[config.mk]
export PLATFORM = sky130hd
export DESIGN_NAME = nn_axi_lite_slave_flat
export DESIGN_NICKNAME = d
export VERILOG_FILES = /design/src/rtl/nn_axi_pkg.sv /design/src/rtl/nn_axi_lite_slave_if.sv /design/src/rtl/nn_axi_lite_slave.sv /design/src/flat_wrapper.sv
export SDC_FILE = /design/constraint.sdc
export NUM_CORES = 1
export LEC_CHECK = 0
export CAP_MARGIN = 10
export CORE_MARGIN = 5
export CORE_UTILIZATION = 38
export DETAILED_ROUTE_END_ITERATION = 12
export DONT_BUFFER_PORTS = 1
export PLACE_DENSITY_LB_ADDON = 0.3
export SETUP_SLACK_MARGIN = 0.3
export SYNTH_ARGS = -nofsm -noshare
export SYNTH_HDL_FRONTEND = slang
export SYNTH_SLANG_ARGS = --single-unit
[constraint.sdc]
create_clock -name s_axi_aclk -period 4 [get_ports s_axi_aclk]
set_clock_uncertainty 0.15 [all_clocks]
set_input_delay 0 -clock s_axi_aclk [delete_from_list [all_inputs] [get_ports s_axi_aclk]]
set_output_delay 0 -clock s_axi_aclk [all_outputs]
set_load 0.05 [all_outputs]
[src/rtl/nn_axi_pkg.sv]
// Shared constants for the NN accelerator AXI-Lite register block.
// Register indices are byte offsets >> 2, matched against addr[4:2].
package nn_axi_pkg;

    localparam logic [2:0] REG_WEIGHT   = 3'd0;  // 0x00 WO
    localparam logic [2:0] REG_BIAS     = 3'd1;  // 0x04 WO
    localparam logic [2:0] REG_RESULT   = 3'd2;  // 0x08 RO
    localparam logic [2:0] REG_LAYER    = 3'd3;  // 0x0C RW
    localparam logic [2:0] REG_NEURON   = 3'd4;  // 0x10 RW
    localparam logic [2:0] REG_STATUS   = 3'd5;  // 0x14 RO
    localparam logic [2:0] REG_SOFT_RST = 3'd6;  // 0x18 WO

    localparam logic [1:0] RESP_OKAY = 2'b00;

    typedef enum logic [1:0] {
        W_IDLE,
        W_ACK,
        W_RESP
    } wstate_e;

endpackage

[src/rtl/nn_axi_lite_slave_if.sv]
// AXI4-Lite bus bundle; the slave modport is the register block's view.
interface nn_axi_lite_slave_if #(
    parameter int DATA_W = 32,
    parameter int ADDR_W = 32
);
    logic [ADDR_W-1:0]   awaddr;
    logic [2:0]          awprot;
    logic                awvalid;
    logic                awready;
    logic [DATA_W-1:0]   wdata;
    logic [DATA_W/8-1:0] wstrb;
    logic                wvalid;
    logic                wready;
    logic [1:0]          bresp;
    logic                bvalid;
    logic                bready;
    logic [ADDR_W-1:0]   araddr;
    logic [2:0]          arprot;
    logic                arvalid;
    logic                arready;
    logic [DATA_W-1:0]   rdata;
    logic [1:0]          rresp;
    logic                rvalid;
    logic                rready;

    modport slave (
        input  awaddr, awprot, awvalid, wdata, wstrb, wvalid, bready,
        input  araddr, arprot, arvalid, rready,
        output awready, wready, bresp, bvalid,
        output arready, rdata, rresp, rvalid
    );

    modport master (
        output awaddr, awprot, awvalid, wdata, wstrb, wvalid, bready,
        output araddr, arprot, arvalid, rready,
        input  awready, wready, bresp, bvalid,
        input  arready, rdata, rresp, rvalid
    );
endinterface

[src/rtl/nn_axi_lite_slave.sv]
// AXI4-Lite register block feeding weights/bias/config to the NN core and
// collecting its result with a sticky interrupt. Read and write run independently.
module nn_axi_lite_slave
    import nn_axi_pkg::*;
#(
    parameter int DATA_W = 32,
    parameter int ADDR_W = 32
) (
    input  logic              s_axi_aclk,
    input  logic              s_axi_aresetn,
    nn_axi_lite_slave_if.slave s_axi,
    output logic [DATA_W-1:0] weight_data,
    output logic              weight_valid,
    output logic [DATA_W-1:0] bias_data,
    output logic              bias_valid,
    output logic [DATA_W-1:0] layer_num,
    output logic [DATA_W-1:0] neuron_num,
    output logic              soft_reset,
    input  logic [DATA_W-1:0] result_in,
    input  logic              result_valid,
    output logic              intr
);

    wstate_e           wstate_q, wstate_d;
    logic [DATA_W-1:0] weight_data_q, bias_data_q, layer_q, neuron_q, result_q;
    logic              weight_valid_q, bias_valid_q, soft_reset_q, intr_q;
    logic              arready_q, rvalid_q;
    logic [DATA_W-1:0] rdata_q, rd_word, wmask;
    logic [2:0]        wr_idx, rd_idx;
    logic              wr_en, ar_hs;

    // Only addr[4:2] selects a register; the rest of the address aliases.
    logic unused_bits;
    assign unused_bits = ^{s_axi.awprot, s_axi.arprot,
                           s_axi.awaddr[ADDR_W-1:5], s_axi.awaddr[1:0],
                           s_axi.araddr[ADDR_W-1:5], s_axi.araddr[1:0]};

    assign wr_idx = s_axi.awaddr[4:2];
    assign rd_idx = s_axi.araddr[4:2];
    assign wr_en  = (wstate_q == W_ACK);

    always_comb begin
        wmask = '0;
        for (int b = 0; b < DATA_W/8; b++) wmask[b*8 +: 8] = {8{s_axi.wstrb[b]}};
    end

    // Write channel: address and data are only taken together, one beat at a time.
    always_ff @(posedge s_axi_aclk or negedge s_axi_aresetn) begin
        if (!s_axi_aresetn) wstate_q <= W_IDLE;
        else                wstate_q <= wstate_d;
    end

    always_comb begin
        wstate_d      = wstate_q;
        s_axi.awready = 1'b0;
        s_axi.wready  = 1'b0;
        s_axi.bvalid  = 1'b0;
        s_axi.bresp   = RESP_OKAY;
        case (wstate_q)
            W_IDLE: if (s_axi.awvalid && s_axi.wvalid) wstate_d = W_ACK;
            W_ACK: begin
                s_axi.awready = 1'b1;
                s_axi.wready  = 1'b1;
                wstate_d      = W_RESP;
            end
            W_RESP: begin
                s_axi.bvalid = 1'b1;
                if (s_axi.bready) wstate_d = W_IDLE;
            end
            default: wstate_d = W_IDLE;
        endcase
    end

    always_ff @(posedge s_axi_aclk or negedge s_axi_aresetn) begin
        if (!s_axi_aresetn) begin
            weight_data_q  <= '0;
            bias_data_q    <= '0;
            layer_q        <= '0;
            neuron_q       <= '0;
            weight_valid_q <= 1'b0;
            bias_valid_q   <= 1'b0;
            soft_reset_q   <= 1'b0;
        end else begin
            weight_valid_q <= 1'b0;
            bias_valid_q   <= 1'b0;
            soft_reset_q   <= 1'b0;
            if (wr_en) begin
                case (wr_idx)
                    REG_WEIGHT: begin
                        weight_data_q  <= s_axi.wdata;
                        weight_valid_q <= 1'b1;
                    end
                    REG_BIAS: begin
                        bias_data_q  <= s_axi.wdata;
                        bias_valid_q <= 1'b1;
                    end
                    REG_LAYER:    layer_q  <= (layer_q  & ~wmask) | (s_axi.wdata & wmask);
                    REG_NEURON:   neuron_q <= (neuron_q & ~wmask) | (s_axi.wdata & wmask);
                    REG_SOFT_RST: soft_reset_q <= 1'b1;
                    default: ;
                endcase
            end
        end
    end

    // Read channel: arready is a one-cycle pulse, only while no response is pending.
    assign ar_hs = arready_q && s_axi.arvalid;

    always_comb begin
        rd_word = '0;
        case (rd_idx)
            REG_RESULT: rd_word = result_q;
            REG_LAYER:  rd_word = layer_q;
            REG_NEURON: rd_word = neuron_q;
            REG_STATUS: rd_word = {{(DATA_W-1){1'b0}}, intr_q};
            default:    rd_word = '0;
        endcase
    end

    always_ff @(posedge s_axi_aclk or negedge s_axi_aresetn) begin
        if (!s_axi_aresetn) begin
            arready_q <= 1'b0;
            rvalid_q  <= 1'b0;
            rdata_q   <= '0;
        end else begin
            arready_q <= s_axi.arvalid && !rvalid_q && !arready_q;
            if (ar_hs) begin
                rvalid_q <= 1'b1;
                rdata_q  <= rd_word;
            end else if (rvalid_q && s_axi.rready) begin
                rvalid_q <= 1'b0;
            end
        end
    end

    // A new result beats a concurrent RESULT read so no completion is lost.
    always_ff @(posedge s_axi_aclk or negedge s_axi_aresetn) begin
        if (!s_axi_aresetn) begin
            result_q <= '0;
            intr_q   <= 1'b0;
        end else if (result_valid) begin
            result_q <= result_in;
            intr_q   <= 1'b1;
        end else if (ar_hs && rd_idx == REG_RESULT) begin
            intr_q   <= 1'b0;
        end
    end

    assign s_axi.arready = arready_q;
    assign s_axi.rvalid  = rvalid_q;
    assign s_axi.rdata   = rdata_q;
    assign s_axi.rresp   = RESP_OKAY;

    assign weight_data  = weight_data_q;
    assign weight_valid = weight_valid_q;
    assign bias_data    = bias_data_q;
    assign bias_valid   = bias_valid_q;
    assign layer_num    = layer_q;
    assign neuron_num   = neuron_q;
    assign soft_reset   = soft_reset_q;
    assign intr         = intr_q;

endmodule

[src/flat_wrapper.sv]
// flat-port wrapper written by rule: the top's interface ports become plain ports
module nn_axi_lite_slave_flat import nn_axi_pkg::*;
#(
    parameter int DATA_W = 32,
    parameter int ADDR_W = 32
)
  (s_axi_aclk, s_axi_aresetn, weight_data, weight_valid, bias_data, bias_valid, layer_num, neuron_num, soft_reset, result_in, result_valid, intr, s_axi_awaddr, s_axi_awprot, s_axi_awvalid, s_axi_wdata, s_axi_wstrb, s_axi_wvalid, s_axi_bready, s_axi_araddr, s_axi_arprot, s_axi_arvalid, s_axi_rready, s_axi_awready, s_axi_wready, s_axi_bresp, s_axi_bvalid, s_axi_arready, s_axi_rdata, s_axi_rresp, s_axi_rvalid);
  nn_axi_lite_slave_if #(.DATA_W(DATA_W), .ADDR_W(ADDR_W)) s_axi_i ();
  input  logic s_axi_aclk;
  input  logic s_axi_aresetn;
  output logic [DATA_W-1:0] weight_data;
  output logic weight_valid;
  output logic [DATA_W-1:0] bias_data;
  output logic bias_valid;
  output logic [DATA_W-1:0] layer_num;
  output logic [DATA_W-1:0] neuron_num;
  output logic soft_reset;
  input  logic [DATA_W-1:0] result_in;
  input  logic result_valid;
  output logic intr;
  input wire logic [$bits(s_axi_i.awaddr)-1:0] s_axi_awaddr;
  input wire logic [$bits(s_axi_i.awprot)-1:0] s_axi_awprot;
  input wire logic [$bits(s_axi_i.awvalid)-1:0] s_axi_awvalid;
  input wire logic [$bits(s_axi_i.wdata)-1:0] s_axi_wdata;
  input wire logic [$bits(s_axi_i.wstrb)-1:0] s_axi_wstrb;
  input wire logic [$bits(s_axi_i.wvalid)-1:0] s_axi_wvalid;
  input wire logic [$bits(s_axi_i.bready)-1:0] s_axi_bready;
  input wire logic [$bits(s_axi_i.araddr)-1:0] s_axi_araddr;
  input wire logic [$bits(s_axi_i.arprot)-1:0] s_axi_arprot;
  input wire logic [$bits(s_axi_i.arvalid)-1:0] s_axi_arvalid;
  input wire logic [$bits(s_axi_i.rready)-1:0] s_axi_rready;
  output wire logic [$bits(s_axi_i.awready)-1:0] s_axi_awready;
  output wire logic [$bits(s_axi_i.wready)-1:0] s_axi_wready;
  output wire logic [$bits(s_axi_i.bresp)-1:0] s_axi_bresp;
  output wire logic [$bits(s_axi_i.bvalid)-1:0] s_axi_bvalid;
  output wire logic [$bits(s_axi_i.arready)-1:0] s_axi_arready;
  output wire logic [$bits(s_axi_i.rdata)-1:0] s_axi_rdata;
  output wire logic [$bits(s_axi_i.rresp)-1:0] s_axi_rresp;
  output wire logic [$bits(s_axi_i.rvalid)-1:0] s_axi_rvalid;
  assign s_axi_i.awaddr = s_axi_awaddr;
  assign s_axi_i.awprot = s_axi_awprot;
  assign s_axi_i.awvalid = s_axi_awvalid;
  assign s_axi_i.wdata = s_axi_wdata;
  assign s_axi_i.wstrb = s_axi_wstrb;
  assign s_axi_i.wvalid = s_axi_wvalid;
  assign s_axi_i.bready = s_axi_bready;
  assign s_axi_i.araddr = s_axi_araddr;
  assign s_axi_i.arprot = s_axi_arprot;
  assign s_axi_i.arvalid = s_axi_arvalid;
  assign s_axi_i.rready = s_axi_rready;
  assign s_axi_awready = s_axi_i.awready;
  assign s_axi_wready = s_axi_i.wready;
  assign s_axi_bresp = s_axi_i.bresp;
  assign s_axi_bvalid = s_axi_i.bvalid;
  assign s_axi_arready = s_axi_i.arready;
  assign s_axi_rdata = s_axi_i.rdata;
  assign s_axi_rresp = s_axi_i.rresp;
  assign s_axi_rvalid = s_axi_i.rvalid;
  nn_axi_lite_slave #(.DATA_W(DATA_W), .ADDR_W(ADDR_W)) u_core (.s_axi_aclk(s_axi_aclk), .s_axi_aresetn(s_axi_aresetn), .s_axi(s_axi_i), .weight_data(weight_data), .weight_valid(weight_valid), .bias_data(bias_data), .bias_valid(bias_valid), .layer_num(layer_num), .neuron_num(neuron_num), .soft_reset(soft_reset), .result_in(result_in), .result_valid(result_valid), .intr(intr));
endmodule
* Yosys cells after proc, flatten, opt, wreduce, memory -nomap -nowiden
Index checks and enable logic that the tools add are counted.
** Storage, ports and cells
- Input port bits :: 146
- Bits in registers :: 200
- Logic and storage cells :: 64
- Output and inout bits :: 173
** Operators by class
- Bitwise operators :: 6
- Equal/unequal tests :: 12
- Multiplexer cells :: 16
- Reductions and logical operators :: 17
** Operators with widths (number)
- one-hot mux 32 bit (4 select lines) :: 1
- bitwise AND 32 bit :: 3
- OR 32 bit :: 2
- NOT 32 bit :: 1
- equality test 3 bit, second input constant :: 4
- 2-to-1 mux 1 bit :: 12
- AND reduction 2 bit :: 5
- equality test 3 x 2 -> 1 bit, second input constant :: 3
- logical AND 1 bit :: 6
- one-hot mux 2 bit (3 select lines) :: 1
- 2-to-1 mux 2 bit :: 2
- nonzero test 2 bit :: 2
- equality test 3 x 1 -> 1 bit, second input constant :: 1
- logical NOT 3 bit :: 1
- equality test 2 x 1 -> 1 bit, second input constant :: 1
- equality test 2 bit, second input constant :: 1
- logical NOT 1 bit :: 2
- logical NOT 2 bit :: 1
- inequality test 2 x 1 -> 1 bit, second input constant :: 1
- inequality test 2 bit, second input constant :: 1

* Logic depth before layout (Yosys ltp)
Gate-level depths: netlist (run 1).
- Depth after elaboration :: 4
- Mapped depth :: 6
- Gate-level depth less buffers :: 3

* Worst setup path after synthesis (run 1)
Ideal clock, no wire load.
- Path kind :: reg-to-reg
- From :: reg u_core.wstate_q[1]
- To :: reg u_core.bias_data_q[10] (netlist: u_core.bias_data[10])
- Stages on the path, launching flop included :: 7
- Arrival time :: 1.830 ns
- Buffers on the path :: 3
- Data required time :: 3.725 ns
- Setup time :: 0.125 ns
- Clock period less this slack :: 2.105 ns
- Setup slack :: 1.895 ns
- Cell sequence :: dfrtp_1 or3b_1 buf_2 or3b_1 buf_6 buf_6 mux2_4
** Between the ends
- Cells in the longest elaborated chain, start to end :: 2
** RTL lines
- start, declared :: line nn_axi_lite_slave.sv:24 : wstate_e wstate_q, wstate_d;
- start signal, assigned :: line nn_axi_lite_slave.sv:50 : else wstate_q <= wstate_d;
- equality test 2 x 1 -> 1 bit :: line nn_axi_lite_slave.sv:40 : assign wr_en = (wstate_q == W_ACK);
- AND reduction 2 bit (no source line)
- end signal, assigned :: line nn_axi_lite_slave.sv:94 : bias_data_q <= s_axi.wdata;
- end, declared :: line nn_axi_lite_slave.sv:25 : logic [DATA_W-1:0] weight_data_q, bias_data_q, layer_q, neuron_q, result_q;
Every way passes these cells.
A chain may end at the register's enable or synchronous reset.

* Worst setup path after layout (run 1)
- From :: reg u_core.wstate_q[1]
- To :: reg u_core.bias_data_q[6] (netlist: u_core.bias_data[6])
The elaborated chain is that of the path after synthesis.

==> qor.csv, run 1 <==
stage;metric;value;unit
yosys;Syn Std Cell Area;0.00816;sq mm
detailed_routing;vias per inst;5.38;
power;Switch Pwr;0.00269;W
detailed_routing;Top Metal Used;met4;
sta;post-route setup TNS;0;ns
sta;Worst-Margin Slew;1.12;ns
power;Pint;0.00381;W
yosys;sequential share of the synthesized area;61.4;%
critical_path;total stage count of the critical path;4;
detailed_routing;DRT Wirelength;23200;um
die;Top Ports;319;
sta;worst hold slack;-0.898;ns
worst_hold_path;Worst Hold Class;in2async;
power;clock share of power;27.7;%
clocking;Clock Tree Buf Depth;2;
die;Die H;157;um
clocking;Hold Buf Count CTS;118;
power;maximum VDD drop;287;uV
clocking;clock tree from TritonCTS;done;
yosys;largest cells by area after synthesis;dfrtp_1 (61%), mux2_2 (18%), mux2_4 (5.3%);
die;Initial Util;38.7;%
critical_path;worst r2r path cells;4;
placement;GP Congestion;0.815;
detailed_routing;DR WL met3;2270;um
run_status;failing checks;hold timing;
grt;GRT Util Overall;18.9;%
grt;initial antenna violation count;0;
critical_path;crit-path leading delay family;simple AND/OR/NAND/NOR gates;
grt;gr ovfl total;0;
sta;fin crit share;69.2;%
detailed_routing;M1 WL;8940;um
detailed_routing;Routed Antenna Nets;0;
power;Gate power share;11.0;%
sta;Final Max Slew Viols;0;
yosys;number of synthesized register bits;200;
finish;most common cell after layout, fill and taps aside;dfrtp_1;
yosys;synth warn;0;
sta;final worst slack;1.23;ns
yosys;Yosys cell types;29;
sta;Max-slew headroom;25.2;%
die;row cnt;53;
placement;PortBufs;0;
yosys;post-synth top area cell;dfrtp_1;
yosys;Synth top area share;61.4;%
placement;Place WS;1.24;ns
critical_path;CP Launch Type;register;
clocking;Sink Count;200;
power;Lkg Pwr;4.78;nW
finish;share of cells above drive strength 1;30.5;%
placement;hpwl dp;14600;um
die;Die X;157;um
detailed_routing;WL/cell;24.4;um
critical_path;WP data required;4.17;ns
detailed_routing;Via Count;5103;
critical_path;crit-path cells;or3b_1 -> or3b_2 -> buf_4 -> mux2_4;
clocking;Clock transition at path regs;0.08;ns
critical_path;CP Class;reg2reg;
detailed_routing;drt pass-1 iters;4;
detailed_routing;1st-iter DRT viols;250;
clocking;Root Driver;clkbuf_16;
sta;Tmin final;2.77;ns
grt;largest net degree at the start of global routing;201;
power;Flop pwr share;61.3;%
clocking;H-tree lvl count;4;
clocking;post-CTS setup buffers;0;
finish;most frequent cells in the layout;dfrtp_1 (200), mux2_2 (131), dlygate4sd3_1 (116);
clocking;clk_lat worst skew;0.44;ns
run_status;outcome;complete, but fails checks;
yosys;Post-Synthesis Cells;547;
flow_run;Max-Cap Viols;0;
finish;area delta synth->final;25.3;%
clocking;post-cts sizing count;0;
power;power density over cell area;636;mW/mm^2
yosys;syn avg cell area;14.9;sq um
sta;RSZ-0062 raised after global routing;false;
power;sw frac;41.4;%
sta;Max Clk Rate;0.361;GHz
critical_path;CP bufs+invs;1;
sta;# setup viols final;0;
grt;number of global-route vias before repair;5746;
critical_path;Slowest-stage cell, CP;or3b_2;
power;Power Total;0.00649;W
critical_path;Worst EP arrival;2.93;ns
detailed_routing;met2 WL;11600;um
critical_path;CP endpoint kind;register;
clocking;number of buffers created by CTS;17;
detailed_routing;DRC viols;0;
critical_path;worst stage delay on the critical path;0.83;ns
grt;global-route wire length before repair;35200;um
critical_path;CP Max Fanout;18;
die;Core Area;0.0211;sq mm
die;die area;0.0245;sq mm
finish;nets@finish;806;
finish;fill cell count;1792;
sta;final hold vios;200;
-- worst reg2reg max path, delay by kind of cell, from the launching register on --
| family | cells | cell delay (ns) |
|---|---|---|
| AND/OR/NAND/NOR | 2 | 1.31 |
| flip-flops | 1 | 0.43 |
| buffers and inverters | 1 | 0.40 |
| multiplexers | 1 | 0.35 |
-- power groups by stage --
stage	sequential [W]	clock, W	combinational [W]
finish	0.00398	0.00180	0.000713
global route	0.00403	0.00192	0.000770
CTS	0.00399	0.00184	0.000713
detailed placement	0.00403	0	0.000559
global placement	0.00401	0	0.000529
floorplan	0.00388	0	0.000510
-- logic make-up after synthesis --
family          Yosys count  share of synthesized area (%)
compound gates           53                           4.95
buf+inv                  36                           2.30
mux                     193                           27.5
flops                   200                           61.4
xor+xnor                  1                          0.107
other cells               1                         0.0460
simple gates             63                           3.76
-- routing by layer --
metal | track usage [%] | vias up
met5 | 0 | -
met1 | 22.6 | 2681
met4 | 6.03 | 0
li1 | - | 2197
met2 | 31.7 | 196
met3 | 7.11 | 29
-- final timing paths --
check | endpoint | start | slack, ns
worst max register to register | u_core.bias_data[6] | u_core.wstate_q[1] | 1.23
worst min-delay path | u_core.weight_data[23] | s_axi_aresetn | -0.90
min in group s_axi_aclk | register | s_axi_wstrb[1] | 0
worst max-delay path | u_core.bias_data[6] | u_core.wstate_q[1] | 1.23
worst min register to register | u_core.wstate_q[0] | u_core.wstate_q[0] | 0.37
max in group asynchronous | u_core.result_q[5] | s_axi_aresetn | 4.31
-- metrics by stage --
step                      util [%]  instance area [sq um]  std cells
after CTS                     48.4                  10200        948
after floorplan                  -                   8170        550
after global routing          48.4                  10200        948
after detailed placement      39.8                   8390        798
final                         48.5                  10200        949
after global placement        39.8                   8390        798
-- synth_stat cells (all sizes together) --
cell     instances
nor4b            1
dfrtp          200
conb             1
a21o             1
mux2           160
clkbuf          17
a211o            1
a221o           13
nand2b           3
nand3            9
xor2             1
buf             15
nand2           20
nor2b            3
and3b            2
inv              4
o21ai           20
a2bb2oi         18
nor3             1
nor3b            2
or3b             2
nor2            19
mux2i           33
nand4b           1
-- cell type report --
cell class | instances | area (sq um) | area share, %
antenna | 1 | 2.50 | 0.0245
clock buffer | 17 | 425 | 4.16
clock inverter | 15 | 189 | 1.85
inverter | 4 | 15.0 | 0.147
multi-input combinational | 314 | 2990 | 29.3
sequential | 200 | 5000 | 49.0
tap | 275 | 344 | 3.37
timing repair buffer | 123 | 1250 | 12.2
(Power assumes the default switching activity.)
==> run 2: changes to the inputs <==
==> constraint.sdc (replaced) <==
create_clock -name s_axi_aclk -period 2.82 [get_ports s_axi_aclk]
set_clock_uncertainty 0.15 [all_clocks]
set_input_delay 0 -clock s_axi_aclk [delete_from_list [all_inputs] [get_ports s_axi_aclk]]
set_output_delay 0 -clock s_axi_aclk [all_outputs]
set_load 0.05 [all_outputs]
==> qor.csv, run 2 (synthesis results as in run 1) <==
stage;metric;value;unit
run_status;outcome;complete, but fails checks;
run_status;failing checks;hold timing;
sta;Final Max Slew Viols;0;
finish;Design Area, Final;0.0103;sq mm
detailed_routing;Routed Antenna Nets;0;
flow_run;Max-Cap Viols;0;
detailed_routing;drt pass-1 iters;4;
detailed_routing;met2 WL;11700;um
detailed_routing;DRC viols;0;
detailed_routing;1st-iter DRT viols;239;
grt;GRT Util Overall;19.0;%
sta;Max Clk Rate;0.412;GHz
detailed_routing;M1 WL;8870;um
sta;Worst-Margin Slew;0.940;ns
clocking;Sink Count;200;
placement;GP Congestion;0.816;
power;Pint;0.00541;W
power;clock share of power;27.5;%
finish;Ant. Diodes;0;
die;die area;0.0245;sq mm
sta;post-route setup TNS;0;ns
die;Die H;157;um
power;power density over cell area;892;mW/mm^2
clocking;Hold Buf Count CTS;120;
finish;share of cells above drive strength 1;31.3;%
detailed_routing;DR WL met3;2310;um
finish;fill cell count;1837;
die;Die X;157;um
grt;gr ovfl total;0;
critical_path;WP data required;2.98;ns
sta;RSZ-0062 raised after global routing;false;
power;Gate power share;11.2;%
clocking;Root Driver;clkbuf_16;
detailed_routing;vias per inst;5.36;
power;Switch Pwr;0.00379;W
sta;# setup viols final;0;
clocking;Clock Tree Buf Depth;2;
critical_path;Worst R2R Setup Slack;0.41;ns
critical_path;worst r2r path cells;5;
die;Initial Util;38.7;%
placement;PortBufs;0;
die;Core Area;0.0211;sq mm
detailed_routing;Via Count;5135;
grt;global-route wire length before repair;35300;um
finish;final non-filler cell total;958;
finish;most frequent cells in the layout;dfrtp_1 (199), mux2_2 (131), dlygate4sd3_1 (118);
placement;DP Cell Count;806;
grt;number of global-route vias before repair;5762;
sta;Max-slew headroom;37.4;%
detailed_routing;WL/cell;24.3;um
critical_path;RR Endpoint;u_core.s_axi.rdata[4];
clocking;H-tree lvl count;4;
power;sw frac;41.2;%
critical_path;CP Class;in2reg;
power;Flop pwr share;61.3;%
grt;largest net degree at the start of global routing;201;
power;Lkg Pwr;4.84;nW
worst_hold_path;Worst Hold Class;in2async;
power;maximum VDD drop;447;uV
finish;most common cell after layout, fill and taps aside;dfrtp_1;
sta;worst hold slack;-0.889;ns
critical_path;CP Max Fanout;34;
sta;final hold vios;200;
sta;fin crit share;86.1;%
critical_path;Worst EP arrival;2.59;ns
clocking;clk_lat worst skew;0.43;ns
detailed_routing;DRT Wirelength;23200;um
clocking;number of buffers created by CTS;17;
die;Top Ports;319;
placement;hpwl dp;14700;um
sta;Tmin final;2.43;ns
finish;nets@finish;816;
critical_path;CP Launch Type;input port;
grt;initial antenna violation count;0;
clocking;post-CTS setup buffers;0;
placement;DP Area;0.00847;sq mm
die;row cnt;53;
detailed_routing;Top Metal Used;met4;
finish;area delta synth->final;26.5;%
clocking;Clock transition at path regs;0.08;ns
clocking;clock tree from TritonCTS;done;
critical_path;CP endpoint kind;register;
==> run 2: stage by stage <==
stage	total power, W	utilization, %	setup WS [ns]
5_1_grt	0.00954	48.9	0.310
3_5_place_dp	0.00651	40.1	0.529
4_1_cts	0.00928	48.9	0.361
2_1_floorplan	0.00623	-	0.715
6_report	0.00920	48.9	0.391
3_3_place_gp	0.00645	40.1	0.568
==> run 2: final cells by class <==
| class | instances | area (sq um) | area share [%] |
|---|---|---|---|
| inverters | 4 | 15.0 | 0.146 |
| well taps | 275 | 344 | 3.34 |
| repair buffers | 133 | 1340 | 13.0 |
| flip-flops and latches | 200 | 5010 | 48.5 |
| clock buffers | 17 | 425 | 4.12 |
| clock inverters | 15 | 189 | 1.83 |
| multi-input cells | 314 | 3000 | 29.1 |
==> run 2: repair_timing <==
| action | 4_1_cts | 5_1_grt |
|---|---|---|
| resized for setup | 0 | 2 |
| endpoints found under the hold margin | 399 | 200 |
| endpoints found under the setup margin | 0 | 2 |
==> run 2: critical path, cell delays in order <==
cell and delay, ns:
dlygate4sd3_1 0.62, buf_16 0.29, mux2i_1 0.22, dlygate4sd3_1 0.58, nor2_1 0.05, dlygate4sd3_1 0.57, a221o_1 0.26
==> run 2: metal layers <==
metal / vias to the layer above / global-route usage [%]
met5: - / 0
met1: 2680 / 22.3
li1: 2219 / -
met4: 0 / 5.50
met2: 205 / 31.9
met3: 31 / 7.88
==> run 2: worst max-delay path by stage <==
stage                            start               endpoint  slack (ns)
global placement    u_core.wstate_q[1]    u_core.bias_data[3]        0.57
detailed placement  u_core.wstate_q[1]   u_core.bias_data[11]        0.53
finish                 s_axi_araddr[2]  u_core.s_axi.rdata[4]        0.39
CTS                           register  u_core.s_axi.rdata[4]        0.36
floorplan           u_core.wstate_q[1]   u_core.bias_data[10]        0.71
global route           s_axi_araddr[2]  u_core.s_axi.rdata[4]        0.31
==> run 2: power by group through the flow <==
stage | sequential (W) | combinational, W | clock (W)
3_3_place_gp | 0.00569 | 0.000759 | 0
5_1_grt | 0.00572 | 0.00112 | 0.00271
6_report | 0.00564 | 0.00103 | 0.00253
3_5_place_dp | 0.00571 | 0.000797 | 0
4_1_cts | 0.00565 | 0.00103 | 0.00260
2_1_floorplan | 0.00551 | 0.000723 | 0
==> run 3: changes to the inputs <==
--- a/config.mk
+++ b/config.mk
@@ -11,6 +11,7 @@
 export DETAILED_ROUTE_END_ITERATION = 12
 export DONT_BUFFER_PORTS = 1
 export PLACE_DENSITY_LB_ADDON = 0.3
+export REMOVE_ABC_BUFFERS = 1
 export SETUP_SLACK_MARGIN = 0.3
 export SYNTH_ARGS = -nofsm -noshare
 export SYNTH_HDL_FRONTEND = slang
==> qor.csv, run 3 (synthesis results as in run 1) <==
stage;metric;value;unit
finish;fill cell count;1799;
clocking;Hold Buf Count CTS;121;
sta;Max Clk Rate;0.413;GHz
clocking;H-tree lvl count;4;
clocking;Clock Tree Buf Depth;2;
sta;worst hold slack;-0.880;ns
critical_path;CP endpoint kind;register;
critical_path;crit-path cells;or3b_4 -> nor2_1 -> buf_4 -> mux2_2 -> dlygate4sd3_1;
grt;largest net degree at the start of global routing;201;
die;Top Ports;319;
sta;RSZ-0062 raised after global routing;false;
die;Initial Util;38.7;%
detailed_routing;vias per inst;5.28;
clocking;clock tree from TritonCTS;done;
detailed_routing;WL/cell;23.8;um
clocking;number of buffers created by CTS;17;
critical_path;WP data required;2.98;ns
clocking;Root Driver;clkbuf_16;
power;maximum VDD drop;439;uV
finish;most frequent cells in the layout;dfrtp_1 (200), mux2_2 (131), dlygate4sd3_1 (119);
finish;register area;0.00500;sq mm
flow_run;Max-Cap Viols;0;
clocking;Clock transition at path regs;0.08;ns
critical_path;CP bufs+invs;2;
die;row cnt;53;
critical_path;r2r startpoint;u_core.wstate_q[1];
critical_path;CP Max Fanout;8;
grt;initial antenna violation count;1;
detailed_routing;DRC viols;0;
critical_path;Worst EP arrival;2.58;ns
sta;Final Max Slew Viols;0;
critical_path;CP Launch Type;register;
finish;share of cells above drive strength 1;31.6;%
detailed_routing;Via Count;5088;
placement;PortBufs;0;
detailed_routing;drt pass-1 iters;4;
die;Core Area;0.0211;sq mm
die;Die H;157;um
clocking;Sink Count;200;
finish;most common cell after layout, fill and taps aside;dfrtp_1;
run_status;failing checks;hold timing;
placement;DP Cell Count;809;
sta;fin crit share;85.8;%
worst_hold_path;Worst Hold Class;in2async;
critical_path;total stage count of the critical path;5;
finish;final non-filler cell total;963;
power;Lkg Pwr;4.85;nW
detailed_routing;DRT Wirelength;22900;um
grt;number of global-route vias before repair;5653;
critical_path;worst stage delay on the critical path;0.56;ns
die;Die X;157;um
critical_path;worst r2r path cells;5;
sta;Tmin final;2.42;ns
clocking;clk_lat worst skew;0.42;ns
placement;hpwl dp;14500;um
finish;area of the multi-input gates;0.00299;sq mm
grt;GRT Util Overall;18.5;%
die;die area;0.0245;sq mm
run_status;outcome;complete, but fails checks;
finish;area delta synth->final;27.0;%
power;power density over cell area;896;mW/mm^2
critical_path;Slowest-stage cell, CP;dlygate4sd3_1;
sta;Max-slew headroom;37.2;%
sta;Worst-Margin Slew;0.937;ns
grt;global-route wire length before repair;34500;um
critical_path;Worst R2R Setup Slack;0.40;ns
detailed_routing;1st-iter DRT viols;262;
sta;post-route setup TNS;0;ns
critical_path;crit-path leading delay family;buffers and inverters;
detailed_routing;Routed Antenna Nets;0;
critical_path;CP Class;reg2reg;
sta;# setup viols final;0;
finish;nets@finish;820;
grt;gr ovfl total;0;
sta;final hold vios;200;
placement;GP Congestion;0.772;
==> run 3: power breakdown <==
group          total, W  internal [W]  switching [W]
logic           0.00105      0.000699       0.000353
clock network   0.00262       0.00148        0.00114
registers       0.00561       0.00337        0.00224
==> run 3: per-layer routing <==
layer | vias up | share of wire (%) | global-route usage (%)
met1 | 2663 | 40 | 22.6
li1 | 2215 | - | -
met3 | 26 | 8.1 | 6.55
met4 | 0 | 1.6 | 5.00
met5 | - | 0 | 0
met2 | 184 | 50 | 31.3
==> run 3: how the worst max path moves through the flow <==
stage                       start              endpoint
2_1_floorplan  u_core.wstate_q[1]  u_core.bias_data[10]
3_3_place_gp   u_core.wstate_q[1]  u_core.bias_data[23]
3_5_place_dp   u_core.wstate_q[1]  u_core.bias_data[21]
4_1_cts        u_core.wstate_q[1]              register
5_1_grt        u_core.wstate_q[1]              register
6_report       u_core.wstate_q[1]              register
==> run 3: timing repair <==
action,4_1_cts,5_1_grt
setup endpoints to repair,0,2
buffers inserted,0,0
endpoints found under the hold margin,399,200
gates resized for setup,0,1
==> run 3: final cells by class <==
class / count / area share [%]
timing repair buffer: 137 / 13.1
clock buffer: 19 / 4.37
multi-input combinational: 314 / 28.9
antenna: 1 / 0.0242
tap: 275 / 3.32
inverter: 4 / 0.145
clock inverter: 13 / 1.76
sequential: 200 / 48.3
==> run 3: stage by stage <==
step	util, %	total power, W	worst slack [ns]	instance area (sq um)
after global routing	49.1	0.00962	0.335	10400
after CTS	49.1	0.00936	0.356	10300
after detailed placement	40.2	0.00650	0.481	8480
after global placement	40.2	0.00644	0.534	8480
final	49.1	0.00928	0.400	10400
after floorplan	-	0.00620	0.241	8000
